## src/rtl/sram_burst_reader.sv

```systemverilog
// ============================================================================
// Module   : sram_burst_reader
// Purpose  : Read-side initiator for a single-port synchronous SRAM
//            (1-cycle read latency). On start, streams LEN words beginning
//            at BASE, ascending or descending, out a valid/ready port. A
//            2-entry output buffer hides the SRAM latency, so the stream
//            runs at one word per cycle while outReady stays high.
// Ports    : CLK, reset            - clock, synchronous active-high reset
//            start, baseAddr,
//            length, descend       - burst request (sampled only in IDLE)
//            address, write,
//            dataInput, dataOutput - SRAM side (write/dataInput tied 0)
//            outData, outValid,
//            outReady              - output stream, beat = valid & ready
//            busy, done, error     - status; done/error are 1-cycle pulses
// Config   : SRAM_READER_WRAP_EN - when defined, the start range check is
//            removed, addresses wrap modulo 2^A and error is always 0.
// Revision : 1.0 - initial release
// ============================================================================
`default_nettype none

module sram_burst_reader #(
  parameter int A = 11,
  parameter int W = 16
) (
  input  logic         CLK,
  input  logic         reset,
  input  logic         start,
  input  logic [A-1:0] baseAddr,
  input  logic [A:0]   length,
  input  logic         descend,
  output logic [A-1:0] address,
  output logic         write,
  output logic [W-1:0] dataInput,
  input  logic [W-1:0] dataOutput,
  output logic [W-1:0] outData,
  output logic         outValid,
  input  logic         outReady,
  output logic         busy,
  output logic         done,
  output logic         error
);

  typedef enum logic [1:0] {
    S_IDLE  = 2'd0,
    S_ISSUE = 2'd1,
    S_DRAIN = 2'd2
  } state_t;

  state_t       state_q, state_d;
  logic [A-1:0] addr_q, addr_d;
  logic [A:0]   remaining_q, remaining_d;
  logic         desc_q, desc_d;
  logic         in_flight_q, in_flight_d;
  logic [W-1:0] buf0_q, buf0_d;
  logic [W-1:0] buf1_q, buf1_d;
  logic [1:0]   buf_count_q, buf_count_d;
  logic         busy_q, busy_d;
  logic         done_q, done_d;
  logic         error_q, error_d;

  logic         pop;
  logic         issue;
  logic         range_bad;
  logic [2:0]   occupancy;
  logic [A-1:0] addr_step;

  // Start-time range check: a burst may not run past either end of memory.
  // Widened arithmetic so base+len and base+1 cannot overflow.
`ifdef SRAM_READER_WRAP_EN
  assign range_bad = 1'b0;
`else
  logic [A+1:0] asc_end;
  logic [A:0]   desc_room;
  assign asc_end   = {2'b00, baseAddr} + {1'b0, length};
  assign desc_room = {1'b0, baseAddr} + {{A{1'b0}}, 1'b1};
  assign range_bad = descend ? (length > desc_room)
                             : (asc_end > ({{(A+1){1'b0}}, 1'b1} << A));
`endif

  always_comb begin
    state_d     = state_q;
    addr_d      = addr_q;
    remaining_d = remaining_q;
    desc_d      = desc_q;
    buf0_d      = buf0_q;
    buf1_d      = buf1_q;
    buf_count_d = buf_count_q;
    busy_d      = busy_q;
    done_d      = 1'b0;
    error_d     = 1'b0;

    pop = (buf_count_q != 2'd0) && outReady;

    // A read issued now lands in the buffer two edges later; allow it only
    // if the buffer is guaranteed a free slot by then.
    occupancy   = {1'b0, buf_count_q} + {2'b00, in_flight_q};
    issue       = (state_q == S_ISSUE) && (occupancy < (3'd2 + {2'b00, pop}));
    in_flight_d = issue;

    addr_step = desc_q ? (addr_q - {{(A-1){1'b0}}, 1'b1})
                       : (addr_q + {{(A-1){1'b0}}, 1'b1});

    // In-order 2-entry FIFO: buf0 is always the head.
    unique case ({in_flight_q, pop})
      2'b10: begin
        if (buf_count_q == 2'd0) buf0_d = dataOutput;
        else                     buf1_d = dataOutput;
        buf_count_d = buf_count_q + 2'd1;
      end
      2'b01: begin
        buf0_d      = buf1_q;
        buf_count_d = buf_count_q - 2'd1;
      end
      2'b11: begin
        if (buf_count_q == 2'd1) begin
          buf0_d = dataOutput;
        end else begin
          buf0_d = buf1_q;
          buf1_d = dataOutput;
        end
      end
      default: ;
    endcase

    unique case (state_q)
      S_IDLE: begin
        if (start) begin
          if (range_bad) begin
            error_d = 1'b1;
          end else begin
            addr_d      = baseAddr;
            remaining_d = length;
            desc_d      = descend;
            busy_d      = 1'b1;
            state_d     = (length == '0) ? S_DRAIN : S_ISSUE;
          end
        end
      end
      S_ISSUE: begin
        if (issue) begin
          remaining_d = remaining_q - {{A{1'b0}}, 1'b1};
          // Hold the last address rather than stepping past the burst end.
          if (remaining_q == {{A{1'b0}}, 1'b1}) state_d = S_DRAIN;
          else                                  addr_d  = addr_step;
        end
      end
      S_DRAIN: begin
        // Look at next-cycle occupancy so done follows the last beat directly.
        if ((buf_count_d == 2'd0) && !in_flight_d) begin
          state_d = S_IDLE;
          busy_d  = 1'b0;
          done_d  = 1'b1;
        end
      end
      default: state_d = S_IDLE;
    endcase
  end

  always_ff @(posedge CLK) begin
    if (reset) begin
      state_q     <= S_IDLE;
      addr_q      <= '0;
      remaining_q <= '0;
      desc_q      <= 1'b0;
      in_flight_q <= 1'b0;
      buf0_q      <= '0;
      buf1_q      <= '0;
      buf_count_q <= 2'd0;
      busy_q      <= 1'b0;
      done_q      <= 1'b0;
      error_q     <= 1'b0;
    end else begin
      state_q     <= state_d;
      addr_q      <= addr_d;
      remaining_q <= remaining_d;
      desc_q      <= desc_d;
      in_flight_q <= in_flight_d;
      buf0_q      <= buf0_d;
      buf1_q      <= buf1_d;
      buf_count_q <= buf_count_d;
      busy_q      <= busy_d;
      done_q      <= done_d;
      error_q     <= error_d;
    end
  end

  assign address   = addr_q;
  assign write     = 1'b0;
  assign dataInput = '0;
  assign outData   = buf0_q;
  assign outValid  = (buf_count_q != 2'd0);
  assign busy      = busy_q;
  assign done      = done_q;
  assign error     = error_q;

endmodule

`default_nettype wire

```

## config.mk

```make
export PLATFORM = sky130hd
export DESIGN_NAME = sram_burst_reader
export DESIGN_NICKNAME = d
export VERILOG_FILES = /design/src/rtl/sram_burst_reader.sv
export SDC_FILE = /design/constraint.sdc
export NUM_CORES = 1
export LEC_CHECK = 0
export CAP_MARGIN = 20
export CORE_ASPECT_RATIO = 0.7
export CORE_UTILIZATION = 40
export CTS_CLUSTER_DIAMETER = 80
export DETAILED_ROUTE_END_ITERATION = 16
export REMOVE_ABC_BUFFERS = 1
export SLEW_MARGIN = 10
export SYNTH_ARGS = -nofsm -noshare
export SYNTH_HDL_FRONTEND = slang
export SYNTH_SLANG_ARGS = --single-unit
```

## constraint.sdc

```tcl
create_clock -name CLK -period 6.4 [get_ports CLK]
set_input_delay 1.6 -clock CLK [delete_from_list [all_inputs] [get_ports CLK]]
set_output_delay 1.6 -clock CLK [all_outputs]
set_load 0.05 [all_outputs]
```

==> reports/results.md <==
| Quantity | Value | Unit |
|:---|:---|:---|
| Setup Skew | 6.93 | ps |
| WL/cell | 16.1 | microns |
| TritonCTS clock tree | built | - |
| Most used standard cells in the synthesized netlist | 71 x nor2_1, 64 x dfxtp_1, 42 x ha_1 | - |
| Post-route minimum period | 5230 | ps |
| Worst path arrival time | 5480 | ps |
| Yosys top cell area share | 27.4 | % |
| Data required time at the worst endpoint | 6640 | ps |
| Sequential share of power | 33.2 | % |
| DRT antenna net count | 0 | - |
| Remaining global-route overflow | 0 | - |
| Cell area reported after detailed placement | 0.00542 | sq mm |
| DR pass1 iterations | 7 | - |
| Classification of the worst setup path | input port to register | - |
| Vias after detailed routing | 4,388 | - |
| Kind of end point of the critical path | register | - |
| Std-Cell Rows | 32 | - |
| Min-delay worst type | register to register | - |
| Clock share of power | 36.6 | % |
| Internal power | 0.889 | mW |
| Average size of a mapped cell | 8.35 | sq um |
| Number of buffers inserted during clock tree synthesis | 9 | - |
| Slew at the pin closest to its max-slew limit | 906 | ps |
| P&R area growth vs syn | 22.9 | % |
| Post-synthesis cell area | 0.00467 | sq mm |
| Number of warnings reported in the yosys synthesis log | 0 | - |
| Hold WS | 483 | ps |
| Wirelength, routed | 12,600 | microns |
| Highest clock frequency the design can meet | 191 | MHz |
| Top Ports | 92 | - |
| Compound-Gate Fraction of Synth Area | 25.6 | % |
| R2r setup slk | 3310 | ps |
| Vert. Die Dim | 92.4 | microns |
| Switching power of the nets | 0.474 | mW |
| Layout filler cell count | 1,066 | - |
| Critical path fanouts, max | 12 | - |
| Startpoint of the worst register-to-register path | buf_count_q[0]$_SDFF_PP0_ | - |
| Mux cell area share after synthesis | 4.64 | % |
| Biggest cell delay along the critical path | 600 | ps |
| Leak Pwr | 2.31 | nW |
| Worst hold stages | 2 | - |
| Post-CTS Hold Buffers | 0 | - |
| Leading cell type by number of instances after synthesis | nor2_1 | - |
| Clock Path Buffers | 2 | - |
| Setup repair after global routing missed its margin | false | - |
| Synthesized netlist cell count | 559 | - |
| Dominant combinational cell family by area after synthesis | compound AO/OA/AOI/OAI gates | - |
| Logic gate share of total power | 30.2 | % |
| Post-Synth Adder-Cell Area | 12.1 | % |
| Post-synthesis async set-or-reset flop share | 0 | % |
| Later-pin clock latency in the skew report | 340 | ps |
| Clock transition at path regs | 60 | ps |
| Final design area excluding fillers | 0.00574 | sq mm |
| Critical-path top delay cell | clkdlybuf4s50_1 | - |
| Maximum resistive drop on vdd | 0.000137 | V |
| Synth top area cells | dfxtp_1 27%, ha_1 11%, nor2_1 5.7%, mux2i_1 4.1%, a21oi_1 3.9% | - |
| Setup TNS after final layout | 0 | ps |
| Core area | 0.0112 | sq mm |
| Initial detailed-routing violation count | 307 | - |
| Fin. max-slew vios | 0 | - |
| Capture instance of the worst register-to-register path | buf1_q[2]$_SDFFE_PP0P_ | - |
| Post-CTS setup repair buffer count | 0 | - |
| Yosys cell types | 74 | - |
| Initial Utilization | 41.8 | % |
| Wire length of the first global-routing pass | 20,600 | microns |
| Final period util | 81.8 | % |
| Number of levels the H-tree was split into | 3 | - |
| Outcome | completed | - |
| Count of maximum capacitance violations | 0 | - |
| Post-detailed-placement half-perimeter wirelength | 9570 | microns |
| Number of antenna diodes | 0 | - |
| Maximum number of pins on one net before global-route repair | 59 | - |
| Grt peak-use layer | met2 | - |
| M1 GR Usage | 29.2 | % |
| Fraction of power spent switching nets | 34.8 | % |
| Hold path start | remaining_q[7]$_SDFFE_PP0P_ | - |
| Final Wtd Congestion | 0.856 | - |
| Die area | 0.0121 | sq mm |
| Met2 Track Usage GR | 32.2 | % |
| Final hold vios | 0 | - |
| Number of gates given a new drive strength after cts | 0 | - |
| Vias/cell | 5.62 | - |
| Post-layout power | 1.36 | mW |
| Worst Path Buf+Inv | 1 | - |
| # port buffers | 74 | - |
| Startpoint kind of the worst setup timing path | input port | - |
| Register area share after synthesis | 27.4 | % |
| Global-route usage over all layers | 21.2 | % |
| Hold Crit Endpoint | remaining_q[7]$_SDFFE_PP0P_ | - |
| Worst-path cell chain | clkdlybuf4s50_1 > ha_1 > nand3_1 > nor2_1 > nand3_1 > xor2_1 > ha_1 > nand4_1 > nor3_1 > a221o_1 > o21ai_0 > a2111o_1 > a21oi_1 > a311oi_1 | - |
| Worst path top cell family by delay | compound AO/OA/AOI/OAI gates | - |
| Post-synthesis cell type with the largest combined area | dfxtp_1 | - |
| Areal power density over the cells | 238 | mW/mm^2 |
| Flip-flop and latch count after synthesis | 64 | - |
| Post-synthesis simple-gate area fraction | 19.1 | % |
| Total number of nets in the final design | 711 | - |
| Number of global-route vias before repair | 4,036 | - |
| Path depth of the worst reg2reg path | 9 | - |
| Number of enable-type register cells in the synthesized netlist | 0 | - |
| Fraction of layout cells with a size suffix above 1 | 7.80 | % |
| Dominant register cell in the synthesized netlist | dfxtp_1 | - |
| Number of failing setup endpoints in the final timing report | 0 | - |
| Clk sinks | 64 | - |
| Final routed DRC violation total | 0 | - |
| Die width | 131 | microns |
| Root buffer selected by CTS | clkbuf_16 | - |
| Headroom to the max-slew limit | 39.4 | % |
| Met3 Use GR | 5.91 | % |
| Area share of xor/xnor cells in the synthesized design | 4.13 | % |
| Antenna violations before repair | 0 | - |
-- per-layer routing --
layer	share of wire [%]	routed length [microns]
met4	0.91	115
met1	50	6260
met5	0	0
met2	42	5350
met3	6.9	876
-- cell usage in the layout, fill, tap and decap left out, types with 3 or more instances in the layout --
cell type and n:
a211oi_1 12, a21o_1 5, a21oi_1 36, a21oi_2 9
a222oi_1 16, a31oi_1 8, and2_1 4, and3_1 6
clkbuf_16 9, clkdlybuf4s50_1 73, conb_1 17, dfxtp_1 64
ha_1 42, inv_1 22, mux2i_1 19, nand2_1 35
nand2b_1 5, nand3_1 16, nor2_1 71, nor2b_1 4
nor3_1 26, nor4_1 7, o2111ai_1 4, o21ai_0 20
o21ai_1 4, o22ai_1 6, or2_2 3, xnor2_1 12
xor2_1 10
-- worst max path at each step --
stage,start,end,slack (ps),cells after the start
floorplan,baseAddr[0],address[7]$_SDFFE_PP0P_,1990,13
finish,baseAddr[0],address[7]$_SDFFE_PP0P_,1170,14
CTS,baseAddr[1],address[7]$_SDFFE_PP0P_,1220,14
global placement,baseAddr[1],address[7]$_SDFFE_PP0P_,1010,14
detailed placement,baseAddr[1],address[7]$_SDFFE_PP0P_,880,14
global route,baseAddr[1],address[7]$_SDFFE_PP0P_,920,14
-- worst min-delay path, stage by stage, from the launching register on --
cell,delay [ps]
dfxtp_1,310
o41ai_1,60
o22ai_1,70
-- kinds of logic (layout without fill, tap and decap cells) --
kind of cell    after synthesis  after routing
buf+inv                      61            114
fa+ha+maj                    44             44
mux                          21             21
simple gates                188            188
other cells                   1             17
flops                        64             64
compound gates              158            158
xor+xnor                     22             22
-- power groups by stage --
stage	sequential, mW	clock [mW]	combinational [mW]
2_1_floorplan	0.506	0	0.231
3_3_place_gp	0.460	0	0.404
3_5_place_dp	0.460	0	0.409
4_1_cts	0.452	0.507	0.410
5_1_grt	0.456	0.529	0.448
6_report	0.452	0.499	0.412
-- layout make-up --
class                           count  area [sq um]  share of cell area [%]
Timing Repair Buffer               76           751                    13.1
Clock buffer                       10           239                    4.17
Tap cell                          153           191                    3.34
Inverter                           22          82.6                    1.44
Sequential cell                    64          1280                    22.3
Clock inverter                      6          67.6                    1.18
Multi-Input combinational cell    450          3120                    54.5
-- registers in the layout, indices dropped and copies added, names as in the netlist --
signal,count
buf1_q,16
address,11
state_q,2
buf_count_q,2
outData,16
desc_q,1
done,1
error,1
busy,1
in_flight_q,1
remaining_q,12
-- per-stage QoR --
stage               utilization (%)  cells  worst slack (ps)
floorplan                         -    536              1990
detailed placement             48.5    764               881
finish                         51.4    781              1170
global placement               48.5    764              1010
global route                   51.4    781               916
CTS                            51.3    780              1220
Power figures use the tool's default switching activity.
==> RTL edit, RTL diff (same settings) <==
Take the reset off `addr_q`, `buf0_q` and `buf1_q` and load them in a clocked block of their own.
--- a/src/rtl/sram_burst_reader.sv
+++ b/src/rtl/sram_burst_reader.sv
@@ -161,10 +161,7 @@
     if (reset) begin
       state_q     <= S_IDLE;
-      addr_q      <= '0;
       remaining_q <= '0;
       desc_q      <= 1'b0;
       in_flight_q <= 1'b0;
-      buf0_q      <= '0;
-      buf1_q      <= '0;
       buf_count_q <= 2'd0;
       busy_q      <= 1'b0;
@@ -173,10 +170,7 @@
     end else begin
       state_q     <= state_d;
-      addr_q      <= addr_d;
       remaining_q <= remaining_d;
       desc_q      <= desc_d;
       in_flight_q <= in_flight_d;
-      buf0_q      <= buf0_d;
-      buf1_q      <= buf1_d;
       buf_count_q <= buf_count_d;
       busy_q      <= busy_d;
@@ -184,4 +178,10 @@
       error_q     <= error_d;
     end
+  end
+
+  always_ff @(posedge CLK) begin
+    addr_q <= addr_d;
+    buf0_q <= buf0_d;
+    buf1_q <= buf1_d;
   end
 
Function: changed (a bounded check fails within 4 cycles, from zero or initial values and one cycle with reset high).
==> RTL edit against the unedited design <==
- global-route usage shrank 0.94 points
- final area grew 3.0%
- wire length is 3.3% lower
- sequential cell count unchanged
- critical path depth is 3 lower
- synthesized area up 3.3%
- total power is 7.1% higher
- combinational power grew 14%
- utilization is 0.98 points lower
- worst setup slack worse by 0.089 ns
- critical endpoint is now remaining_q[8]$_SDFFE_PP0P_
==> RTL edit: results (changes against the unedited design) <==
run_status:
  outcome: "complete, no violations"
grt:
  use_met2: 0.310  # -0.0116
  grtUsageTotal: 0.203  # -0.00936
  grt_pass1_vias: 3944  # -2.3%
  grt_max_degree: 48  # -19%
  grt_use_met3: 0.0442  # -0.0149
  grt_pass1_wl_mm: 19.9  # -3.6%
sta:
  tightest_slew_ns: 0.875  # -0.0313 ns
  fin_skew_ns: 0.00834  # +0.00141 ns
synth:
  synth_mux_area_frac: 0.0418  # -0.00458
  synthFlopType: "edfxtp_1"
  synth_area_leaders: "edfxtp_1 (27%), ha_1 (11%), dfxtp_1 (8.7%)"
  yosysSeqAreaShare: 0.355  # +0.0806
  synth-compound-area-share: 0.190  # -0.0657
  yosys-top-cells-count: "nand2_1 (59), a21oi_1 (43), edfxtp_1 (43)"
  synth_edf_count: 43  # +43
drt:
  drt-initial-drc-count: 341  # +11%
  wl_met3_um: 680  # -22%
  met2WireLength_mm: 5.31  # -0.92%
placed_design:
  dp_hpwl_mm: 9.13  # -4.6%
  pre_cts_slack_ns: 0.759  # -0.123 ns
pwr:
  irDropWorstVdd_uv: 169  # +23%
  p_leak_nw: 2.30  # -0.39%
  switching_share: 0.340  # -0.00788
  powerSeq_mw: 0.514  # +14%
worst_setup_path:
  cpMaxStageDelayCell: "or4_1"
  crit_fanout: 14  # +2
  critical-path-top-delay-family: "simple AND/OR/NAND/NOR gates"
  slowest_delay_ns: 0.56  # -0.04 ns
layout:
  layout.nets: 694  # -2.4%
[RTL edit: changes by cell type in the layout (fill, tap and decap cells not counted), moves of 8 or more]
cell	unedited run	this run
a211oi_1	12	3
o32ai_1	2	10
a222oi_1	16	0
edfxtp_1	0	43
mux2_2	1	17
nand2_1	35	59
nor3_1	26	17
mux2i_1	19	1
dfxtp_1	64	21
nor2_1	71	41
a22oi_1	1	21
a21oi_2	9	0
[RTL edit: final timing paths]
check / cells past startpoint / slack [ns] / startpoint / end
setup / recovery: 11 / 1.08 / baseAddr[0] / remaining_q[8]$_SDFFE_PP0P_
hold / removal: 2 / 0.48 / busy$_SDFFE_PP0P_ / busy$_SDFFE_PP0P_
setup reg to reg: 10 / 3.63 / desc_q$_SDFFE_PP0P_ / address[10]$_DFFE_PP_
hold reg to reg: 2 / 0.48 / busy$_SDFFE_PP0P_ / busy$_SDFFE_PP0P_
[RTL edit: final cells by class]
type | instances | area (µm²)
Fill cell | 1117 | 5820
Sequential cell | 64 | 1710
Clock inverter | 6 | 60.1
Timing Repair Buffer | 81 | 797
Inverter | 25 | 93.8
Clock buffer | 10 | 229
Tap cell | 157 | 196
Multi-Input combinational cell | 425 | 2820
[RTL edit: cells by family (layout without fill, tap and decap cells)]
family,Yosys count,count (layout)
multiplexers,18,18
adder cells (fa/ha/maj),44,44
other,1,17
buffers and inverters,64,122
XOR/XNOR,19,19
flip-flops,64,64
AND/OR/NAND/NOR,187,187
AO/OA/AOI/OAI,140,140
[RTL edit: through the flow]
step	cell area, µm²	std cells	total power [mW]
3_5_place_dp	5620	752	0.987
3_3_place_gp	5610	751	0.979
6_report	5910	768	1.46
4_1_cts	5910	768	1.47
2_1_floorplan	4620	514	0.838
5_1_grt	5910	768	1.54
